<file path="src/rtl/fetch_stage_2way.sv">
// Two-wide fetch stage: holds fetch PC, addresses the I-cache, slices up to two instructions per cycle.
// Latency: outputs are combinational from fetch_PC/state and current inputs; fetch_PC advances on the capture edge.
// Backpressure: delivery limited by ib_nAvai credits; zero credits hold the PC without entering MISS.
module fetch_stage_2way #(
  parameter logic [63:0] RESET_PC  = 64'h0,
  parameter logic [31:0] HALT_INST = 32'h0000_0555
) (
  input  logic             clk,
  input  logic             reset,
  input  logic             br_pred_wrong,
  input  logic [63:0]      br_target_PC,
  input  logic [1:0]       ib_nAvai,
  input  logic [63:0]      Icache_data,
  input  logic             Icache_valid,
  input  logic [1:0]       bp_pred_taken,
  input  logic [1:0][63:0] bp_pred_NPC,
  output logic [63:0]      proc2Icache_addr,
  output logic [1:0][63:0] if_PC_out,
  output logic [1:0][31:0] if_inst_out,
  output logic [1:0]       if_valid_out,
  output logic [1:0][63:0] if_not_taken_NPC,
  output logic [1:0]       if_pred_taken,
  output logic [1:0][63:0] if_pred_NPC,
  output logic             if_halted
);

  localparam logic [1:0] FETCH  = 2'd0;
  localparam logic [1:0] MISS   = 2'd1;
  localparam logic [1:0] HALTED = 2'd2;

  // Loaded PCs always have bits [1:0] cleared
  localparam logic [63:0] WORD_MASK = ~64'h3;

  logic [1:0]  state;
  logic [63:0] fetch_PC;
  logic [31:0] inst0;
  logic [31:0] inst1;
  logic [1:0]  block_cnt;
  logic [1:0]  n_fetch;
  logic        halt_dlv;
  logic [63:0] next_PC;

  // Slot 0 is the word at fetch_PC; an odd-word PC leaves only the upper word in the block
  assign inst0     = fetch_PC[2] ? Icache_data[63:32] : Icache_data[31:0];
  assign inst1     = Icache_data[63:32];
  assign block_cnt = fetch_PC[2] ? 2'd1 : 2'd2;

  // Number of instructions delivered this cycle, after credit, taken and HALT trims
  always_comb begin
    n_fetch = (ib_nAvai < block_cnt) ? ib_nAvai : block_cnt;
    if (!Icache_valid || (state != FETCH) || br_pred_wrong)
      n_fetch = 2'd0;
    if ((n_fetch != 2'd0) && (bp_pred_taken[0] || (inst0 == HALT_INST)))
      n_fetch = 2'd1;
  end

  // A HALT in either delivered slot stops fetch after this cycle
  assign halt_dlv = ((n_fetch != 2'd0) && (inst0 == HALT_INST)) ||
                    ((n_fetch == 2'd2) && (inst1 == HALT_INST));

  // Next PC follows the prediction of the youngest delivered slot
  always_comb begin
    next_PC = fetch_PC;
    case (n_fetch)
      2'd1:    next_PC = bp_pred_taken[0] ? (bp_pred_NPC[0] & WORD_MASK) : fetch_PC + 64'd4;
      2'd2:    next_PC = bp_pred_taken[1] ? (bp_pred_NPC[1] & WORD_MASK) : fetch_PC + 64'd8;
      default: next_PC = fetch_PC;
    endcase
  end

  // Output slices; invalid slots are zeroed so the buffer never sees stale instructions
  always_comb begin
    proc2Icache_addr    = {fetch_PC[63:3], 3'b000};
    if_PC_out[0]        = fetch_PC;
    if_PC_out[1]        = fetch_PC + 64'd4;
    if_not_taken_NPC[0] = fetch_PC + 64'd4;
    if_not_taken_NPC[1] = fetch_PC + 64'd8;
    if_valid_out        = {n_fetch == 2'd2, n_fetch != 2'd0};
    if_inst_out[0]      = if_valid_out[0] ? inst0 : 32'h0;
    if_inst_out[1]      = if_valid_out[1] ? inst1 : 32'h0;
    if_pred_taken       = bp_pred_taken & if_valid_out;
    if_pred_NPC         = bp_pred_NPC;
    if_halted           = (state == HALTED);
  end

  // PC and state update: reset > mispredict > HALT delivered > miss
  always_ff @(posedge clk) begin
    if (reset) begin
      state    <= FETCH;
      fetch_PC <= RESET_PC;
    end else if (br_pred_wrong) begin
      state    <= FETCH;
      fetch_PC <= br_target_PC & WORD_MASK;
    end else begin
      case (state)
        FETCH: begin
          if (halt_dlv) begin
            state    <= HALTED;
            fetch_PC <= next_PC;
          end else if (!Icache_valid) begin
            state    <= MISS;
          end else begin
            fetch_PC <= next_PC;
          end
        end
        MISS: begin
          // The response cycle is a bubble; delivery resumes from FETCH next cycle
          if (Icache_valid)
            state <= FETCH;
        end
        default: begin
          state <= HALTED;
        end
      endcase
    end
  end

endmodule
</file>
<file path="config.mk">
export PLATFORM = sky130hd
export DESIGN_NAME = fetch_stage_2way
export DESIGN_NICKNAME = d
export VERILOG_FILES = /design/src/rtl/fetch_stage_2way.sv
export SDC_FILE = /design/constraint.sdc
export NUM_CORES = 1
export LEC_CHECK = 0
export CAP_MARGIN = 25
export CORE_AREA = 2 2 302 304
export CTS_CLUSTER_DIAMETER = 40
export DETAILED_ROUTE_END_ITERATION = 6
export DIE_AREA = 0 0 304 306
export GPL_ROUTABILITY_DRIVEN = 0
export MAX_ROUTING_LAYER = met4
export SETUP_SLACK_MARGIN = 0.05
export SYNTH_ARGS = -nofsm -noshare
export SYNTH_HDL_FRONTEND = slang
export SYNTH_SLANG_ARGS = --single-unit
</file>
<file path="constraint.sdc">
create_clock -name clk -period 13.79 [get_ports clk]
set_input_delay 2.758 -clock clk [delete_from_list [all_inputs] [get_ports clk]]
set_output_delay 2.758 -clock clk [all_outputs]
set_load 0.02 [all_outputs]
</file>
==> reports/results.md, run 1 <==
| Result | Reported | Unit |
|---|---|---|
| TritonCTS sink count | 66 | - |
| Max VDD drop | 0.00005229 | V |
| R2R depth | 18 | - |
| Number of synthesized register bits | 66 | - |
| Clock Pin Slew Worst Setup and Hold Paths | 0.07 | ns |
| Prevailing post-synth register cell | dfxtp_1 | - |
| Endpoint with the worst hold slack | state[1] | - |
| Detailed-placement wirelength estimate | 77.79 | mm |
| Setup violation total in the final timing report | 0 | - |
| Syn_area_per_cell | 7.169 | um^2 |
| Sequential fraction of the synthesis area | 12.71 | % |
| Tightest Hold Check Type | reg -> reg | - |
| Cell row count | 110 | - |
| Top cell type's share of synthesized area | 19.14 | % |
| Clock Latency Late Sink | 0.40 | ns |
| Remaining antenna violation count | 0 | - |
| DRC violation count after routing | 0 | - |
| Width of the chip | 304 | um |
| Post-route clock skew | 0.01258 | ns |
| Areal power density over the cells | 60.93 | nW/um^2 |
| Multi-input logic area | 6563 | um^2 |
| Maximum number of pins on one net before global-route repair | 51 | - |
| Layout fillers | 9993 | - |
| Synthesized instance count | 1450 | - |
| Drt wl/cell | 30.56 | um |
| Maximum root-to-sink buffer count | 2 | - |
| Area of placed instances | 17460 | um^2 |
| Number of buffers created by CTS | 9 | - |
| Hold-fix buffers, CTS | 0 | - |
| Max Slew Vio Count | 0 | - |
| Multiplexer share of the synthesized area | 6.066 | % |
| Remaining Overflow, GRT | 0 | - |
| Max Fanout on Critical Path | 34 | - |
| Post-layout min period | 10.62 | ns |
| Effective utilization at floorplan | 11.60 | % |
| Htree depth | 3 | - |
| Count of warnings emitted by yosys | 0 | - |
| Simple logic cell fraction of the synthesized area | 26.56 | % |
| Compound-gate portion of the synthesized area | 19.63 | % |
| Reg-to-reg critical path startpoint | fetch_PC[2] | - |
| Count of pins on the block boundary | 781 | - |
| Largest family of logic cells by synthesized area | simple AND/OR/NAND/NOR gates | - |
| Worst Tran Pin Value | 1.018 | ns |
| Data arrival at the endpoint of the critical path | 7.86 | ns |
| Register-to-register setup slack | 6.45 | ns |
| Via density per instance | 4.430 | - |
| Root Buffer Master | clkbuf_16 | - |
| Final hold vios | 0 | - |
| Dominant cell by count in the synthesized netlist | buf_4 | - |
| Die outline area | 93020 | um^2 |
| Final net count | 2156 | - |
| Critical path data required time | 11.03 | ns |
| Gr usage total | 19.98 | % |
| Unique masters post-synth | 76 | - |
| Global-route wire length before repair | 122.6 | mm |
| Number of flops mapped to enable cells by yosys | 0 | - |
| Period utilization | 76.98 | % |
| Run status | finished, final reports clean | - |
| Reg-to-Reg End | fetch_PC[54] | - |
| Critical Path End Type | output pin | - |
| Cell area after layout | 17800 | um^2 |
| Worst Path Class, Setup | in -> out | - |
| Async S/R FF share, synth | 0 | % |
| Most frequent cells after synthesis | buf_4, nor2_1, clkbuf_1 | - |
| Starting DRT DRC Count | 1558 | - |
| Hold Slack | 0.6247 | ns |
| CORE AREA | 89600 | um^2 |
| Vias post-DR | 13706 | - |
| Fraction of layout instances using a drive strength above 1 | 5.494 | % |
| Worst-case headroom to the max-slew limit | 31.27 | % |
| Aggregate routed wire length | 94.57 | mm |
| Startpoint type of the worst setup path | input pin | - |
| Sum Neg Setup Slack | 0 | ns |
| 1st-pass router iterations | 7 | - |
| IO buf count | 767 | - |
| Top achievable clock speed | 94.20 | MHz |
| Dominant cells by area after synthesis | buf_4, dfxtp_1, xnor2_1 | - |
| Clock tree from TritonCTS | yes | - |
| Area Overhead vs Synth | 71.23 | % |
| Xor and xnor area share after synthesis | 9.689 | % |
| Synth area leader | buf_4 | - |
| Total power | 1085 | uW |
| Storage element area | 1325 | um^2 |
| Worst min-delay path startpoint | state[1] | - |
| Die height | 306 | um |
| Hold depth | 2 | - |
| Area share of fa/ha/maj cells after synthesis | 0.4815 | % |
| Initial antenna violation count | 27 | - |
| Post-CTS repair timing setup buffer count | 0 | - |
| Number of instances resized during post-cts repair | 0 | - |
| Static Leakage | 0.005836 | uW |
| Setup repair after global routing missed its margin | no | - |
| Total standard cell area after synthesis | 10390 | um^2 |
| # Max-Cap Violations | 0 | - |
| Number of global-route vias before repair | 13194 | - |
## worst max path at each step
stage                    start          endpoint  slack (ns)  cells after the start
2_1_floorplan    br_pred_wrong  if_pred_taken[1]        5.08                     13
3_3_place_gp   Icache_data[51]  if_pred_taken[1]        2.60                     14
3_5_place_dp   Icache_data[51]  if_pred_taken[1]        3.18                     14
4_1_cts        Icache_data[51]  if_pred_taken[1]        3.17                     14
5_1_grt        Icache_data[51]  if_pred_taken[1]        2.81                     14
6_report       Icache_data[49]  if_pred_taken[1]        3.17                     14
## layout by cell type (no fill, tap or decap), types with 47 or more instances in the layout
cell | Yosys | final
dfxtp_1 | 66 | 65
nor2_1 | 131 | 128
mux2i_1 | 54 | 54
xnor2_1 | 62 | 62
o21ai_0 | 62 | 62
a22oi_1 | 47 | 47
nand2_1 | 74 | 74
xor2_1 | 53 | 53
clkdlybuf4s50_1 | 0 | 763
nand4_1 | 56 | 56
## per-layer routing
metal / GRT usage, % / vias to the layer above / routed length, um
met5: - / - / 0
met1: 22.56 / 6711 / 36780
met2: 33.63 / 936 / 45870
li1: - / 5921 / -
met3: 6.352 / 138 / 8937
met4: 6.040 / 0 / 2973
## registers in the layout (all words and copies together) (netlist names), named ones only
signal    flops
state         2
fetch_PC     62
## where the power goes
group / switching (uW) / internal (uW) / leakage, uW / total, uW
logic: 321 / 263 / 0.00516 / 584
clock network: 127 / 122 / 0.000129 / 250
registers: 47.6 / 203 / 0.000545 / 251
## kinds of logic after synthesis
family | Yosys count
mux | 62
flops | 66
compound gates | 286
fa+ha+maj | 4
xor+xnor | 115
simple gates | 511
other cells | 1
buf+inv | 405
## stage by stage
stage	cells	worst slack, ns	utilization [%]
CTS	3068	3.173	19.79
floorplan	1452	5.084	-
detailed placement	3052	3.181	19.49
global placement	3047	2.597	19.40
global route	3093	2.815	19.86
finish	3094	3.174	19.87
## critical path, stage by stage
cell and delay, ns:
clkdlybuf4s50_1 0.49, nor4_1 0.61, nand4_1 0.22, nor4_1 0.31
o2bb2a_1 0.26, a2111oi_1 0.83, nor2_1 0.18, and4_1 0.26
ha_2 0.37, buf_4 0.29, inv_1 0.06, buf_4 0.27
nor2_2 0.25, clkdlybuf4s50_1 0.61
## area by class of cell
type / instances / share of cell area, %
antenna: 25 / 0.3515
clock buffer: 10 / 1.286
clock inverter: 6 / 0.2390
inverter: 17 / 0.3585
multi-input combinational: 981 / 36.87
sequential: 66 / 7.444
tap: 1176 / 8.267
timing repair buffer: 813 / 45.18
(Power assumes the default switching activity.)
==> run 2, diff against run 1 <==
- CORE_AREA: 2 2 302 304 -> 2 2 306 308
- DIE_AREA: 0 0 304 306 -> 0 0 308 310
- clock period: 13.79 -> 10.27 ns (I/O delays scaled with it)
==> run 2 against run 1 <==
First-iteration DRC count grew 2.5%. Non-clock buffer count grew 11. Clock skew grew 0.0029 ns. Sequential share of layout area shrank 0.056 points. Core utilization shrank 0.48 points. Via count grew 0.34%. Register-to-register slack lost 3.3 ns. Critical endpoint unchanged.
==> reports/results.md, run 2 (synthesis gave the netlist of run 1 again) <==
| Result | Reported | Unit | Change |
|---|---|---|---|
| Setup repair after global routing missed its margin | no | - |  |
| Post-route clock skew | 0.01553 | ns | +0.002944 ns |
| Post-layout min period | 8.997 | ns |  |
| Maximum root-to-sink buffer count | 2 | - | unchanged |
| Global-route wire length before repair | 123.3 | mm | +0.56% |
| Largest register by flop count | fetch_PC | - |  |
| Clock Latency Late Sink | 0.40 | ns | about the same |
| Die height | 310 | um | +1.3% |
| Number of buffers created by CTS | 9 | - | unchanged |
| Effective utilization at floorplan | 11.24 | % | -0.36 points |
| Remaining antenna violation count | 0 | - | unchanged |
| Hold-fix buffers, CTS | 0 | - | unchanged |
| Vias post-DR | 13752 | - | +0.34% |
| Data arrival at the endpoint of the critical path | 6.94 | ns | -0.92 ns |
| Drt wl/cell | 31.25 | um | +2.3% |
| Area of placed instances | 17530 | um^2 | +0.41% |
| Post-CTS repair timing setup buffer count | 0 | - | unchanged |
| Starting DRT DRC Count | 1597 | - | +2.5% |
| Critical path data required time | 8.22 | ns | -2.81 ns |
| TritonCTS sink count | 66 | - | unchanged |
| Max VDD drop | 0.00005309 | V | +1.5% |
| Tightest Hold Check Type | reg -> reg | - |  |
| Htree depth | 3 | - | unchanged |
| CORE AREA | 92490 | um^2 | +3.2% |
| R2R depth | 18 | - | unchanged |
| Fraction of layout instances using a drive strength above 1 | 6.040 | % | +0.55 points |
| Run status | finished, final reports clean | - |  |
| DRC violation count after routing | 0 | - | unchanged |
| Layout fillers | 10422 | - | +4.3% |
| 1st-pass router iterations | 6 | - | -1 |
| Startpoint type of the worst setup path | input pin | - |  |
| Width of the chip | 308 | um | +1.3% |
| Clock Pin Slew Worst Setup and Hold Paths | 0.07 | ns | about the same |
| Aggregate routed wire length | 97.76 | mm | +3.4% |
| Root Buffer Master | clkbuf_16 | - |  |
| Remaining Overflow, GRT | 0 | - | unchanged |
| Period utilization | 87.60 | % |  |
| Final hold vios | 0 | - | unchanged |
| Initial antenna violation count | 34 | - | +26% |
| Area Overhead vs Synth | 72.52 | % |  |
| Sum Neg Setup Slack | 0 | ns | unchanged |
| Worst Path Class, Setup | in -> out | - |  |
| Most used cells in the layout excluding fill and tap cells | clkdlybuf4s50_1, nor2_1, nand2_1, dfxtp_1 | - |  |
| Gr usage total | 20.02 | % | +0.041 points |
| Die outline area | 95480 | um^2 | +2.6% |
| Cell area after layout | 17930 | um^2 | +0.75% |
| Count of pins on the block boundary | 781 | - | unchanged |
| Static Leakage | 0.005922 | uW | +1.5% |
| Areal power density over the cells | 83.31 | nW/um^2 | +37% |
| Worst Tran Pin Value | 1.105 | ns | +0.08729 ns |
| Top achievable clock speed | 111.1 | MHz |  |
| Detailed-placement wirelength estimate | 80.85 | mm | +3.9% |
| # Max-Cap Violations | 0 | - | unchanged |
| Final net count | 2167 | - | +0.51% |
| Max Fanout on Critical Path | 41 | - | +21% |
| Number of instances resized during post-cts repair | 0 | - | unchanged |
| Largest register FFs | 62 | - | unchanged |
| Critical Path End Type | output pin | - |  |
| Worst-case headroom to the max-slew limit | 26.34 | % | -4.9 points |
| Cell row count | 112 | - | +1.8% |
| Setup violation total in the final timing report | 0 | - | unchanged |
| Hold depth | 2 | - | unchanged |
| Clock tree from TritonCTS | yes | - |  |
| Via density per instance | 4.396 | - | -0.75% |
| Max Slew Vio Count | 0 | - | unchanged |
| Number of global-route vias before repair | 13051 | - | -1.1% |
| Commonest non-fill, non-tap cell in the layout | clkdlybuf4s50_1 | - |  |
| Biggest registers after layout | fetch_PC: 62 flops, state: 2 flops | - |  |
| IO buf count | 767 | - | unchanged |
| Maximum number of pins on one net before global-route repair | 53 | - | +3.9% |
run 2: report_power, final:
group	internal, uW	switching [uW]	leakage [uW]	total (uW)
sequential	272	58.5	0.000545	331
combinational	356	446	0.00523	802
clock	190	171	0.000146	361
run 2: through the flow:
step                      setup slack, ns  cells  util (%)  total power (uW)  hold slack (ns)
final                               1.273   3128     19.39              1494           0.6064
after global routing                1.127   3126     19.38              1556           0.6545
after CTS                           1.358   3099     19.28              1516           0.6040
after detailed placement            1.028   3083     18.96              1141           0.5911
after global placement             0.9982   3082     18.94              1140           0.5732
after floorplan                     2.972   1452         -             716.0           0.5389
run 2: worst paths after layout:
path	from	end	slack [ns]
worst max register to register	state[1]	fetch_PC[10]	3.12
worst min-delay path	state[1]	state[1]	0.61
worst min register to register	state[1]	state[1]	0.61
worst max-delay path	Icache_data[49]	if_pred_taken[1]	1.27
run 2: worst max-delay path: stages:
cell and delay, ns:
clkdlybuf4s50_1 0.51, nor4_1 0.62, nand4_1 0.21, nor4_1 0.22, buf_4 0.21, o2bb2a_1 0.22, a2111oi_1 0.83, nor2_1 0.19
and4_1 0.26, ha_2 0.45, buf_4 0.39, inv_1 0.12, nor2_2 0.05, clkdlybuf4s50_1 0.53
run 2: layout make-up:
cell class,instances,area [um^2],area share [%]
repair buffers,824,8114,45.25
multi-input cells,981,6563,36.59
well taps,1197,1498,8.351
flip-flops and latches,66,1325,7.389
clock buffers,9,225.2,1.256
clock inverters,7,77.57,0.4326
diodes,27,67.56,0.3768
inverters,17,63.81,0.3558
run 2: per-layer routing:
metal | vias to the layer above | global-route usage, % | share of wire (%)
li1 | 5936 | - | -
met5 | - | - | 0
met1 | 6699 | 22.84 | 39
met4 | 0 | 6.852 | 3.7
met3 | 132 | 6.879 | 11
met2 | 985 | 32.64 | 46
